--- config.mk ---
export PLATFORM = sky130hd
export DESIGN_NAME = alu4_ctrl
export DESIGN_NICKNAME = d
export VERILOG_FILES = /design/src/rtl/alu4_pkg.sv /design/src/rtl/btn_debounce.sv /design/src/rtl/alu4_ctrl.sv
export SDC_FILE = /design/constraint.sdc
export NUM_CORES = 1
export LEC_CHECK = 0
export BUFFER_PORTS_ARGS = -buffer_cell sky130_fd_sc_hd__buf_2
export CELL_PAD_IN_SITES_DETAIL_PLACEMENT = 1
export CELL_PAD_IN_SITES_GLOBAL_PLACEMENT = 1
export CORE_MARGIN = 2
export CORE_UTILIZATION = 45
export CTS_CLUSTER_SIZE = 25
export DETAILED_ROUTE_END_ITERATION = 7
export HOLD_SLACK_MARGIN = 0.1
export PLACE_DENSITY_LB_ADDON = 0.1
export SETUP_SLACK_MARGIN = 0.15
export SYNTH_ARGS = -nofsm -noshare
export SYNTH_HDL_FRONTEND = slang
export SYNTH_SLANG_ARGS = --single-unit
--- constraint.sdc ---
create_clock -name clk -period 5.5 [get_ports clk]
set_input_delay 0.275 -clock clk [delete_from_list [all_inputs] [get_ports clk]]
set_output_delay 0.275 -clock clk [all_outputs]
set_load 0.05 [all_outputs]
--- src/rtl/alu4_pkg.sv ---
// rtl/alu4_pkg.sv - shared types and constants for the 4-bit ALU front end
package alu4_pkg;

  localparam int WIDTH = 4;

  typedef enum logic [1:0] {
    LOAD_A = 2'b00,
    LOAD_B = 2'b01,
    EXEC   = 2'b10,
    SHOW   = 2'b11
  } state_e;

  typedef enum logic [2:0] {
    OP_ADD = 3'b000,
    OP_SUB = 3'b001,
    OP_NOT = 3'b010,
    OP_AND = 3'b011,
    OP_OR  = 3'b100,
    OP_XOR = 3'b101,
    OP_SLT = 3'b110,
    OP_EQ  = 3'b111
  } op_e;

endpackage

--- src/rtl/btn_debounce.sv ---
// rtl/btn_debounce.sv - push-button synchronizer, debouncer and single-cycle press pulse
module btn_debounce #(
  parameter int DEBOUNCE_CYCLES = 250000
) (
  input  logic clk,
  input  logic rst_n,
  input  logic btn_raw,
  output logic press
);

  localparam int CW = $clog2(DEBOUNCE_CYCLES + 1);
  localparam logic [CW-1:0] CNT_LAST = CW'(DEBOUNCE_CYCLES - 1);

  logic          sync1_q, sync2_q;
  logic [CW-1:0] cnt_q, cnt_d;
  logic          stable_q, stable_d;
  logic          prev_q;

  // The stable level resets to "pressed" so a button held through reset must
  // first be seen released before a rising edge can be accepted.
  always_comb begin
    cnt_d    = '0;
    stable_d = stable_q;
    if (sync2_q != stable_q) begin
      if (cnt_q == CNT_LAST) begin
        stable_d = sync2_q;
      end else begin
        cnt_d = cnt_q + 1'b1;
      end
    end
  end

  always_ff @(posedge clk or negedge rst_n) begin
    if (!rst_n) begin
      sync1_q  <= 1'b0;
      sync2_q  <= 1'b0;
      cnt_q    <= '0;
      stable_q <= 1'b1;
      prev_q   <= 1'b1;
    end else begin
      sync1_q  <= btn_raw;
      sync2_q  <= sync1_q;
      cnt_q    <= cnt_d;
      stable_q <= stable_d;
      prev_q   <= stable_q;
    end
  end

  assign press = stable_q & ~prev_q;

endmodule

--- src/rtl/alu4_ctrl.sv ---
// rtl/alu4_ctrl.sv - button-driven operand entry FSM with registered 4-bit ALU result and flags
module alu4_ctrl
  import alu4_pkg::*;
#(
  parameter int DEBOUNCE_CYCLES = 250000
) (
  input  logic             clk,
  input  logic             rst_n,
  input  logic [WIDTH-1:0] sw_data,
  input  logic [2:0]       sw_op,
  input  logic             btn_next,
  output logic [WIDTH-1:0] result,
  output logic             carry,
  output logic             overflow,
  output logic             zero,
  output logic             result_valid,
  output logic [1:0]       state_led
);

  logic press;

  btn_debounce #(.DEBOUNCE_CYCLES(DEBOUNCE_CYCLES)) u_btn (
    .clk     (clk),
    .rst_n   (rst_n),
    .btn_raw (btn_next),
    .press   (press)
  );

  state_e           state_q, state_d;
  logic [WIDTH-1:0] a_q, a_d, b_q, b_d;
  logic [WIDTH-1:0] result_q, result_d;
  logic             carry_q, carry_d, ovf_q, ovf_d, zero_q, zero_d;

  logic [WIDTH:0]   sum;
  logic [WIDTH-1:0] alu_res;
  logic             alu_c, alu_v;

  always_comb begin
    sum     = '0;
    alu_res = '0;
    alu_c   = 1'b0;
    alu_v   = 1'b0;
    case (op_e'(sw_op))
      OP_ADD: begin
        sum     = {1'b0, a_q} + {1'b0, b_q};
        alu_res = sum[WIDTH-1:0];
        alu_c   = sum[WIDTH];
        alu_v   = (a_q[WIDTH-1] == b_q[WIDTH-1]) && (alu_res[WIDTH-1] != a_q[WIDTH-1]);
      end
      OP_SUB: begin
        // Carry here is the no-borrow flag of A + ~B + 1.
        sum     = {1'b0, a_q} + {1'b0, ~b_q} + (WIDTH+1)'(1);
        alu_res = sum[WIDTH-1:0];
        alu_c   = sum[WIDTH];
        alu_v   = (a_q[WIDTH-1] != b_q[WIDTH-1]) && (alu_res[WIDTH-1] != a_q[WIDTH-1]);
      end
      OP_NOT:  alu_res = ~a_q;
      OP_AND:  alu_res = a_q & b_q;
      OP_OR:   alu_res = a_q | b_q;
      OP_XOR:  alu_res = a_q ^ b_q;
      OP_SLT:  alu_res = {{(WIDTH-1){1'b0}}, $signed(a_q) < $signed(b_q)};
      OP_EQ:   alu_res = {{(WIDTH-1){1'b0}}, a_q == b_q};
      default: alu_res = '0;
    endcase
  end

  always_comb begin
    state_d  = state_q;
    a_d      = a_q;
    b_d      = b_q;
    result_d = result_q;
    carry_d  = carry_q;
    ovf_d    = ovf_q;
    zero_d   = zero_q;
    case (state_q)
      LOAD_A: if (press) begin
        a_d     = sw_data;
        state_d = LOAD_B;
      end
      LOAD_B: if (press) begin
        b_d     = sw_data;
        state_d = EXEC;
      end
      EXEC: begin
        result_d = alu_res;
        carry_d  = alu_c;
        ovf_d    = alu_v;
        zero_d   = (alu_res == '0);
        state_d  = SHOW;
      end
      SHOW: if (press) state_d = LOAD_A;
      default: state_d = LOAD_A;
    endcase
  end

  always_ff @(posedge clk or negedge rst_n) begin
    if (!rst_n) begin
      state_q  <= LOAD_A;
      a_q      <= '0;
      b_q      <= '0;
      result_q <= '0;
      carry_q  <= 1'b0;
      ovf_q    <= 1'b0;
      zero_q   <= 1'b0;
    end else begin
      state_q  <= state_d;
      a_q      <= a_d;
      b_q      <= b_d;
      result_q <= result_d;
      carry_q  <= carry_d;
      ovf_q    <= ovf_d;
      zero_q   <= zero_d;
    end
  end

  assign result       = result_q;
  assign carry        = carry_q;
  assign overflow     = ovf_q;
  assign zero         = zero_q;
  assign result_valid = (state_q == SHOW);
  assign state_led    = state_q;

endmodule

==> results of run 1 <==
state kept, by name (all words and copies together) (netlist names), 2 cells and up:
register     flops
u_btn.cnt_q     18
a_q              4
b_q              4
result           4
state_led        2
metal layers:
metal	share of wire (%)	routed length, um	track usage (%)	vias up
met5	0	0	0	-
met4	0.93	46	3.82	0
met3	2.5	123	3.67	5
met2	49	2440	32.7	18
met1	47	2360	26.0	874
li1	-	-	-	842
final cells by class:
| cell class | count | share of cell area (%) |
|---|---|---|
| multi-input combinational | 172 | 48.1 |
| sequential | 39 | 37.5 |
| timing repair buffer | 20 | 4.02 |
| tap | 70 | 3.35 |
| clock buffer | 6 | 3.16 |
| inverter | 18 | 2.59 |
| clock inverter | 2 | 1.34 |
critical path, stage by stage, from the launching register on:
cell,delay [ns]
dfrtp_1,0.41
inv_1,0.09
ha_1,0.21
fa_1,0.23
or3b_2,0.44
o21ai_0,0.09
a22oi_1,0.09
o22a_1,0.27
a41o_1,0.25
metrics by stage:
step	std cells	hold WS (ns)
after floorplan	237	-0.0206
after global placement	318	0.344
after detailed placement	318	0.338
after CTS	327	0.123
after global routing	327	0.190
final	327	0.0932
power by group:
part / internal [uW] / total, uW / switching, uW
registers: 292 / 298 / 5.63
logic: 29.9 / 71.8 / 41.9
clock network: 147 / 251 / 104
worst max path at each step:
stage / endpoint / cells past startpoint / slack, ns / startpoint
3_3_place_gp: zero / 8 / 3.38 / a_q[0]
3_5_place_dp: zero / 8 / 3.34 / a_q[0]
4_1_cts: zero / 8 / 3.33 / a_q[0]
6_report: zero / 8 / 3.32 / a_q[0]
2_1_floorplan: zero / 6 / 3.47 / a_q[0]
5_1_grt: u_btn.cnt_q[17] / 5 / 3.15 / u_btn.cnt_q[9]
cells in the final DEF (no fill, tap or decap), types with 2 or more instances in the layout:
master    Yosys  layout
dfrtp_1      37      37
nor2_1       34      34
buf_2         3      19
inv_1        18      18
ha_1         18      18
nand2_1      13      13
a21oi_1      12      12
xnor2_1      11      11
mux2_2       11      11
nand3_1      10      10
xor2_1        9       9
clkbuf_8      0       6
nor3_1        5       5
o21ai_0       5       5
nor2b_1       5       5
nor4_1        3       3
and3_1        3       3
nand4_1       2       2
o21bai_1      2       2
o22ai_1       2       2
a31oi_1       2       2
or3_1         2       2
o22a_1        2       2
a22oi_1       2       2
fa_1          2       2
dfstp_2       2       2
cells by family (layout without fill, tap and decap cells):
logic type,after synthesis,after routing
AOI/OAI and AO/OA,33,33
adders and majority gates,20,20
and+or+nand+nor,86,86
buffers and inverters,26,46
DFF,39,39
muxes,13,13
xor gates and xnor gates,20,20
==> results.cfg, run 1 <==
[finish]
nFillCells = 612
fin_nets = 286
stdcell_area_um2 = 2610
regArea_um2 = 978
num_antenna_cells = 0
layout-drive-gt1-share_pct = 18.3
syn_to_final_growth_pct = 11.1
fin_util_pct = 51.5
multi_input_comb_area_um2 = 1250

[timing]
period_needed_ns = 2.18
finalSetupViolCount = 0
setup_ws_ns = 3.32
slew_headroom_pct = 40.3
fin_skew_ns = 0.00970
finalHoldViolations = 0
fin_tns_setup_ns = 0
fmax_mhz = 460
fin_crit_sh_pct = 39.6
worstMarginPinSlew_ns = 0.895
slew_violations = 0
rsz0062_at_grt = false

[route]
dr.pass1.iters = 4
num_vias = 1739
totalWireLength_mm = 4.97
wire_per_inst_um = 15.2
drtIter0Drc = 74
drtAntennaViolNets = 0
via_per_inst = 5.32
drc_errors = 0

[clock_tree]
postCtsSetupBuffers = 0
clock-root-buffer = clkbuf_8
post_cts_resized = 0
ctsHoldBuffers = 1
worstSkewPairLatency_ns = 0.29
clk_path_buf_depth = 2
cts-buffers-inserted = 5
path_clk_slew_ns = 0.08
cts_tree = done
cts_sinks = 39
htree_levels = 2

[logic_synthesis]
synth_top_family_by_area = simple AND/OR/NAND/NOR gates
synth-async-reset-ratio_pct = 100
muxShareOfSynthArea_pct = 6.66
yosys_most_used_dff = dfrtp_1
synth_edf_count = 0
ys_ff_latch = 39
synth.top_cell.area_share_pct = 39.4
synth_cell_type_count = 44
yosysSeqAreaShare_pct = 41.6
yosys.area_share.simple_pct = 19.1
syn_inst = 237
syn_area_um2 = 2350
yosys.area.top_type = dfrtp_1
syn_nets = 267
yosysMostFrequentCell = dfrtp_1
synth-compound-area-share_pct = 8.89
avgSynthCellArea_um2 = 9.91
synth-xor-area-share_pct = 7.45
synth_area_leaders = dfrtp_1 39%, ha_1 9.6%, nor2_1 5.4%
synth_adder_area_share_pct = 11.3
ys_warn_count = 0
synthTopCellsByCount = 37 x dfrtp_1, 34 x nor2_1, 18 x ha_1, 18 x inv_1, 13 x nand2_1

[floorplanning]
core-area_um2 = 5070
num_rows = 26
initial_core_util_pct = 46.3
die_area_um2 = 5820
die_h_um = 76.3
ios = 20
die_w_um = 76.3

[power_and_ir_drop]
leakage_uw = 0.00118
total_power_uw = 621
p_per_area_nw_per_um2 = 238
max-vdd-ir-drop_v = 0.000150

[placement]
dpl_cell_area_um2 = 2480
place_ws_ns = 3.34
routabilityCongestion = 0.790
io_buffer_count = 19
dpl.hpwl_mm = 3.64

[critical_path]
critPathArrivalTime_ns = 2.37
reg2reg_to = zero
reg2reg_slack_ns = 3.32
worst-r2r-cell-count = 8
reg2reg_from = a_q[0]
cp-end-kind = register
critPathLaunchType = register
worstPathMaxFanout = 4
worstPathRequired_ns = 5.69
path_class = reg2reg

[grt]
grt_overflow = 0
grt_use_total_pct = 19.3
grt_pass1_wl_mm = 9.04
antenna_found_initial = 0
grt_max_degree = 40
grt_pass1_vias = 1830

[run]
max_cap_viol_count = 0

[min_path]
hold_path_class = in2async

[outcome]
outcome = completed
(Power assumes the default switching activity.)
==> run 2, diff against run 1 <==
==> constraint.sdc (replaced) <==
create_clock -name clk -period 2.22 [get_ports clk]
set_input_delay 0.111 -clock clk [delete_from_list [all_inputs] [get_ports clk]]
set_output_delay 0.111 -clock clk [all_outputs]
set_load 0.05 [all_outputs]
==> results.cfg, run 2 (synthesis results as in run 1) <==
[min_path]
hold_path_depth = 4
min_to = overflow
hold_path_class = in2reg
hp-start = sw_op[2]

[clock_tree]
clock-root-buffer = clkbuf_8
clk_path_buf_depth = 2
path_clk_slew_ns = 0.08
cts_sinks = 39
worstSkewPairLatency_ns = 0.29
cts_tree = done
cts-buffers-inserted = 5
htree_levels = 2

[timing]
fin_tns_setup_ns = 0
finalHoldViolations = 0
fin_crit_sh_pct = 94.9
rsz0062_at_grt = true
worstMarginPinSlew_ns = 0.887
slew_violations = 0
fmax_mhz = 475
slew_headroom_pct = 40.9
finalSetupViolCount = 0
fin_skew_ns = 0.00982
period_needed_ns = 2.11

[route]
dr.pass1.iters = 4
drtAntennaViolNets = 0
via_per_inst = 5.18
totalWireLength_mm = 5.27
drtIter0Drc = 80
wire_per_inst_um = 15.4
drc_errors = 0
num_vias = 1772

[grt]
grt_pass1_vias = 1907
grt_use_total_pct = 19.6
grt_overflow = 0
grt_pass1_wl_mm = 9.11
grt_max_degree = 40
antenna_found_initial = 0

[finish]
largest_reg_flops = 18
mostFrequentLayoutCells = 35 x dfrtp_1, 34 x nor2_1, 19 x buf_2, 16 x inv_1, 15 x ha_1
regMostFlops = u_btn.cnt_q
fin_nets = 301
final_common_cell = dfrtp_1
layout-drive-gt1-share_pct = 25.0
num_antenna_cells = 0
syn_to_final_growth_pct = 18.5

[critical_path]
worst-r2r-cell-count = 6
reg2reg_to = zero
critPathLaunchType = register
worstPathRequired_ns = 2.41
reg2reg_from = a_q[0]
path_class = reg2reg
cp-end-kind = register
reg2reg_slack_ns = 0.11
critPathArrivalTime_ns = 2.29
worstPathMaxFanout = 4

[power_and_ir_drop]
p_per_area_nw_per_um2 = 563
max-vdd-ir-drop_v = 0.000346
total_power_uw = 1570
leakage_uw = 0.00125

[floorplanning]
die_w_um = 76.3
ios = 20
initial_core_util_pct = 46.3
core-area_um2 = 5070
die_h_um = 76.3
num_rows = 26
die_area_um2 = 5820

[placement]
dpl.hpwl_mm = 3.76
routabilityCongestion = 0.741
io_buffer_count = 19

[run]
max_cap_viol_count = 0

[outcome]
outcome = completed
-- run 2: how the worst max path moves through the flow --
stage	start	end	cells past startpoint
2_1_floorplan	a_q[0]	zero	6
3_3_place_gp	a_q[0]	zero	6
3_5_place_dp	a_q[0]	zero	6
4_1_cts	b_q[0]	zero	6
5_1_grt	a_q[0]	zero	6
6_report	a_q[0]	zero	6
-- run 2: power breakdown --
| group | internal, uW | total, uW | leakage, uW | switching [uW] |
|---|---|---|---|---|
| sequential | 724 | 737 | 0.000479 | 13.4 |
| clock | 364 | 618 | 0.0000612 | 255 |
| combinational | 97.2 | 212 | 0.000714 | 115 |
| total | 1190 | 1570 | 0.00125 | 383 |
-- run 2: critical path, stage by stage, from the launching register on --
cell and delay, ns:
dfrtp_2 0.45, inv_2 0.10, ha_4 0.14, fa_2 0.43
mux4_2 0.47, o22a_1 0.23, a41o_1 0.18
-- run 2: what timing repair did --
| action | CTS | global route |
|---|---|---|
| hold buffers | 6 | 0 |
| endpoints found under the setup margin | 1 | 5 |
| pin swaps | 6 | 5 |
| endpoints found under the hold margin | 46 | 0 |
| setup buffers | 2 | 2 |
| gates resized for setup | 5 | 10 |
-- run 2: area by class of cell --
type	count	area, um^2
Clock inverter	2	35.0
Sequential cell	39	981
Multi-Input combinational cell	172	1300
Clock buffer	6	82.6
Inverter	18	67.6
Fill cell	583	2290
Tap cell	70	87.6
Timing Repair Buffer	35	230
-- run 2: routing by layer --
layer  wire, um  up-vias  share of wire, %  GRT usage (%)
li1           -      871                 -              -
met1       2360      870                45           24.9
met2       2730       24                52           33.8
met3        142        7               2.7           4.15
met4         48        0              0.91           5.27
met5          0        -                 0              0
-- run 2: through the flow --
stage / hold WS, ns / cell area, um^2 / setup slack [ns] / utilization [%] / instances
after global placement: 0.219 / 2530 / 0.136 / 49.8 / 324
final: 0.331 / 2790 / 0.114 / 54.9 / 342
after CTS: 0.317 / 2740 / 0.0888 / 53.9 / 340
after floorplan: -0.185 / 2350 / 0.194 / - / 237
after global routing: 0.376 / 2790 / 0.0717 / 54.9 / 342
after detailed placement: 0.221 / 2530 / 0.0668 / 49.8 / 324
==> run 3, diff against run 2 <==
--- a/config.mk
+++ b/config.mk
@@ -9,7 +9,7 @@
 export CELL_PAD_IN_SITES_DETAIL_PLACEMENT = 1
 export CELL_PAD_IN_SITES_GLOBAL_PLACEMENT = 1
 export CORE_MARGIN = 2
-export CORE_UTILIZATION = 45
+export CORE_UTILIZATION = 42
 export CTS_CLUSTER_SIZE = 25
 export DETAILED_ROUTE_END_ITERATION = 7
 export HOLD_SLACK_MARGIN = 0.1
==> constraint.sdc (replaced) <==
create_clock -name clk -period 1.8 [get_ports clk]
set_input_delay 0.09 -clock clk [delete_from_list [all_inputs] [get_ports clk]]
set_output_delay 0.09 -clock clk [all_outputs]
set_load 0.05 [all_outputs]
==> results.cfg, run 3 (synthesis results as in run 1) <==
[outcome]
outcome = complete, but fails checks
failed_checks = negative setup slack

[critical_path]
critPathArrivalTime_ns = 2.45
path_class = reg2reg
worstPathMaxFanout = 4
critPathLaunchType = register
cp-end-kind = register
worstPathRequired_ns = 1.99
reg2reg_slack_ns = -0.46

[power_and_ir_drop]
max-vdd-ir-drop_v = 0.000413
total_power_uw = 2110
p_per_area_nw_per_um2 = 590
leakage_uw = 0.00155

[grt]
met1_usage_pct = 27.4
globalRouteMet2Util_pct = 37.9
grt_use_total_pct = 21.6
grt_busiest_layer = met2
grt_pass1_wl_mm = 10.5
antenna_found_initial = 0
use_met3_pct = 3.41
grt_pass1_vias = 2109
grt_overflow = 0
grt_max_degree = 23

[floorplanning]
core-area_um2 = 5440
die_h_um = 78.8
num_rows = 27
die_w_um = 78.8
ios = 20
die_area_um2 = 6210
initial_core_util_pct = 43.2

[timing]
setup_ws_ns = -0.460
rsz0062_at_grt = true
hold_ws_ns = 0.159
slew_violations = 0
fmax_mhz = 443
slew_headroom_pct = 71.4
fin_skew_ns = 0.00638
period_needed_ns = 2.26
fin_tns_setup_ns = -1.44
finalSetupViolCount = 7
worstMarginPinSlew_ns = 0.425
finalHoldViolations = 0
fin_crit_sh_pct = 126

[clock_tree]
clk_path_buf_depth = 2
cts-buffers-inserted = 5
path_clk_slew_ns = 0.08
worstSkewPairLatency_ns = 0.30
cts_tree = done
clock-root-buffer = clkbuf_8
cts_sinks = 39
htree_levels = 2

[route]
drtAntennaViolNets = 0
totalWireLength_mm = 7.91
dr.pass1.iters = 4
wire_per_inst_um = 20.6
drtIter0Drc = 79
via_per_inst = 5.39
drc_errors = 0
num_vias = 2070

[finish]
layout-drive-gt1-share_pct = 51.0
stdcell_area_um2 = 3580
num_antenna_cells = 0
regMostFlops = u_btn.cnt_q
final_common_cell = buf_4
fin_cells = 384
syn_to_final_growth_pct = 52.2
mostFrequentLayoutCells = 38 x buf_4, 29 x dfrtp_1, 19 x buf_2, 18 x nor2_4, 16 x nor2_1
largest_reg_flops = 18
fin_nets = 341

[placement]
dpl.hpwl_mm = 4.17
routabilityCongestion = 0.764
dp.cells = 351
io_buffer_count = 19
dpl_cell_area_um2 = 2750

[min_path]
hold_path_class = in2async

[run]
max_cap_viol_count = 0
run 3: area by class of cell:
cell class	instances	area, um^2
Clock buffer	6	82.6
Clock inverter	2	35.0
Fill cell	566	1860
Inverter	18	67.6
Multi-Input combinational cell	172	1690
Sequential cell	39	988
Tap cell	72	90.1
Timing Repair Buffer	75	628
run 3: metal layers:
| layer | wire length (um) | vias to the layer above |
|---|---|---|
| li1 | - | 956 |
| met1 | 3270 | 1043 |
| met2 | 4080 | 47 |
| met3 | 238 | 24 |
| met4 | 328 | 0 |
| met5 | 0 | - |
run 3: repair_timing:
item,CTS,global route
cloned,1,2
resized for setup,37,61
buffers inserted,6,10
endpoints found under the setup margin,26,26
hold endpoints to repair,46,0
pin swaps,20,28
hold buffers,6,0
run 3: power breakdown:
group	internal, uW	switching [uW]	total, uW
clock network	449	345	795
logic	196	206	403
registers	893	21.2	914
run 3: worst max-delay path, stage by stage, from the launching register on:
cell,delay (ns)
dfrtp_2,0.45
ha_4,0.16
inv_2,0.03
fa_1,0.38
nor2b_1,0.16
nor4_1,0.38
a21oi_1,0.09
o22a_1,0.24
a41o_1,0.25
run 3: path summary, 6_finish.rpt:
path / depth (start not counted) / start / endpoint
min in group clk: 4 / sw_op[1] / carry
setup reg to reg: 8 / b_q[0] / zero
setup / recovery: 8 / b_q[0] / zero
hold reg to reg: 0 / u_btn.sync1_q / u_btn.sync2_q
max in group asynchronous: 3 / rst_n / u_btn.prev_q
hold / removal: 2 / rst_n / b_q[1]
run 3: through the flow:
| step | utilization (%) | setup WS, ns |
|---|---|---|
| 2_1_floorplan | - | -0.208 |
| 3_3_place_gp | 50.5 | -0.248 |
| 3_5_place_dp | 50.5 | -0.304 |
| 4_1_cts | 57.9 | -0.302 |
| 5_1_grt | 65.8 | -0.514 |
| 6_report | 65.8 | -0.460 |
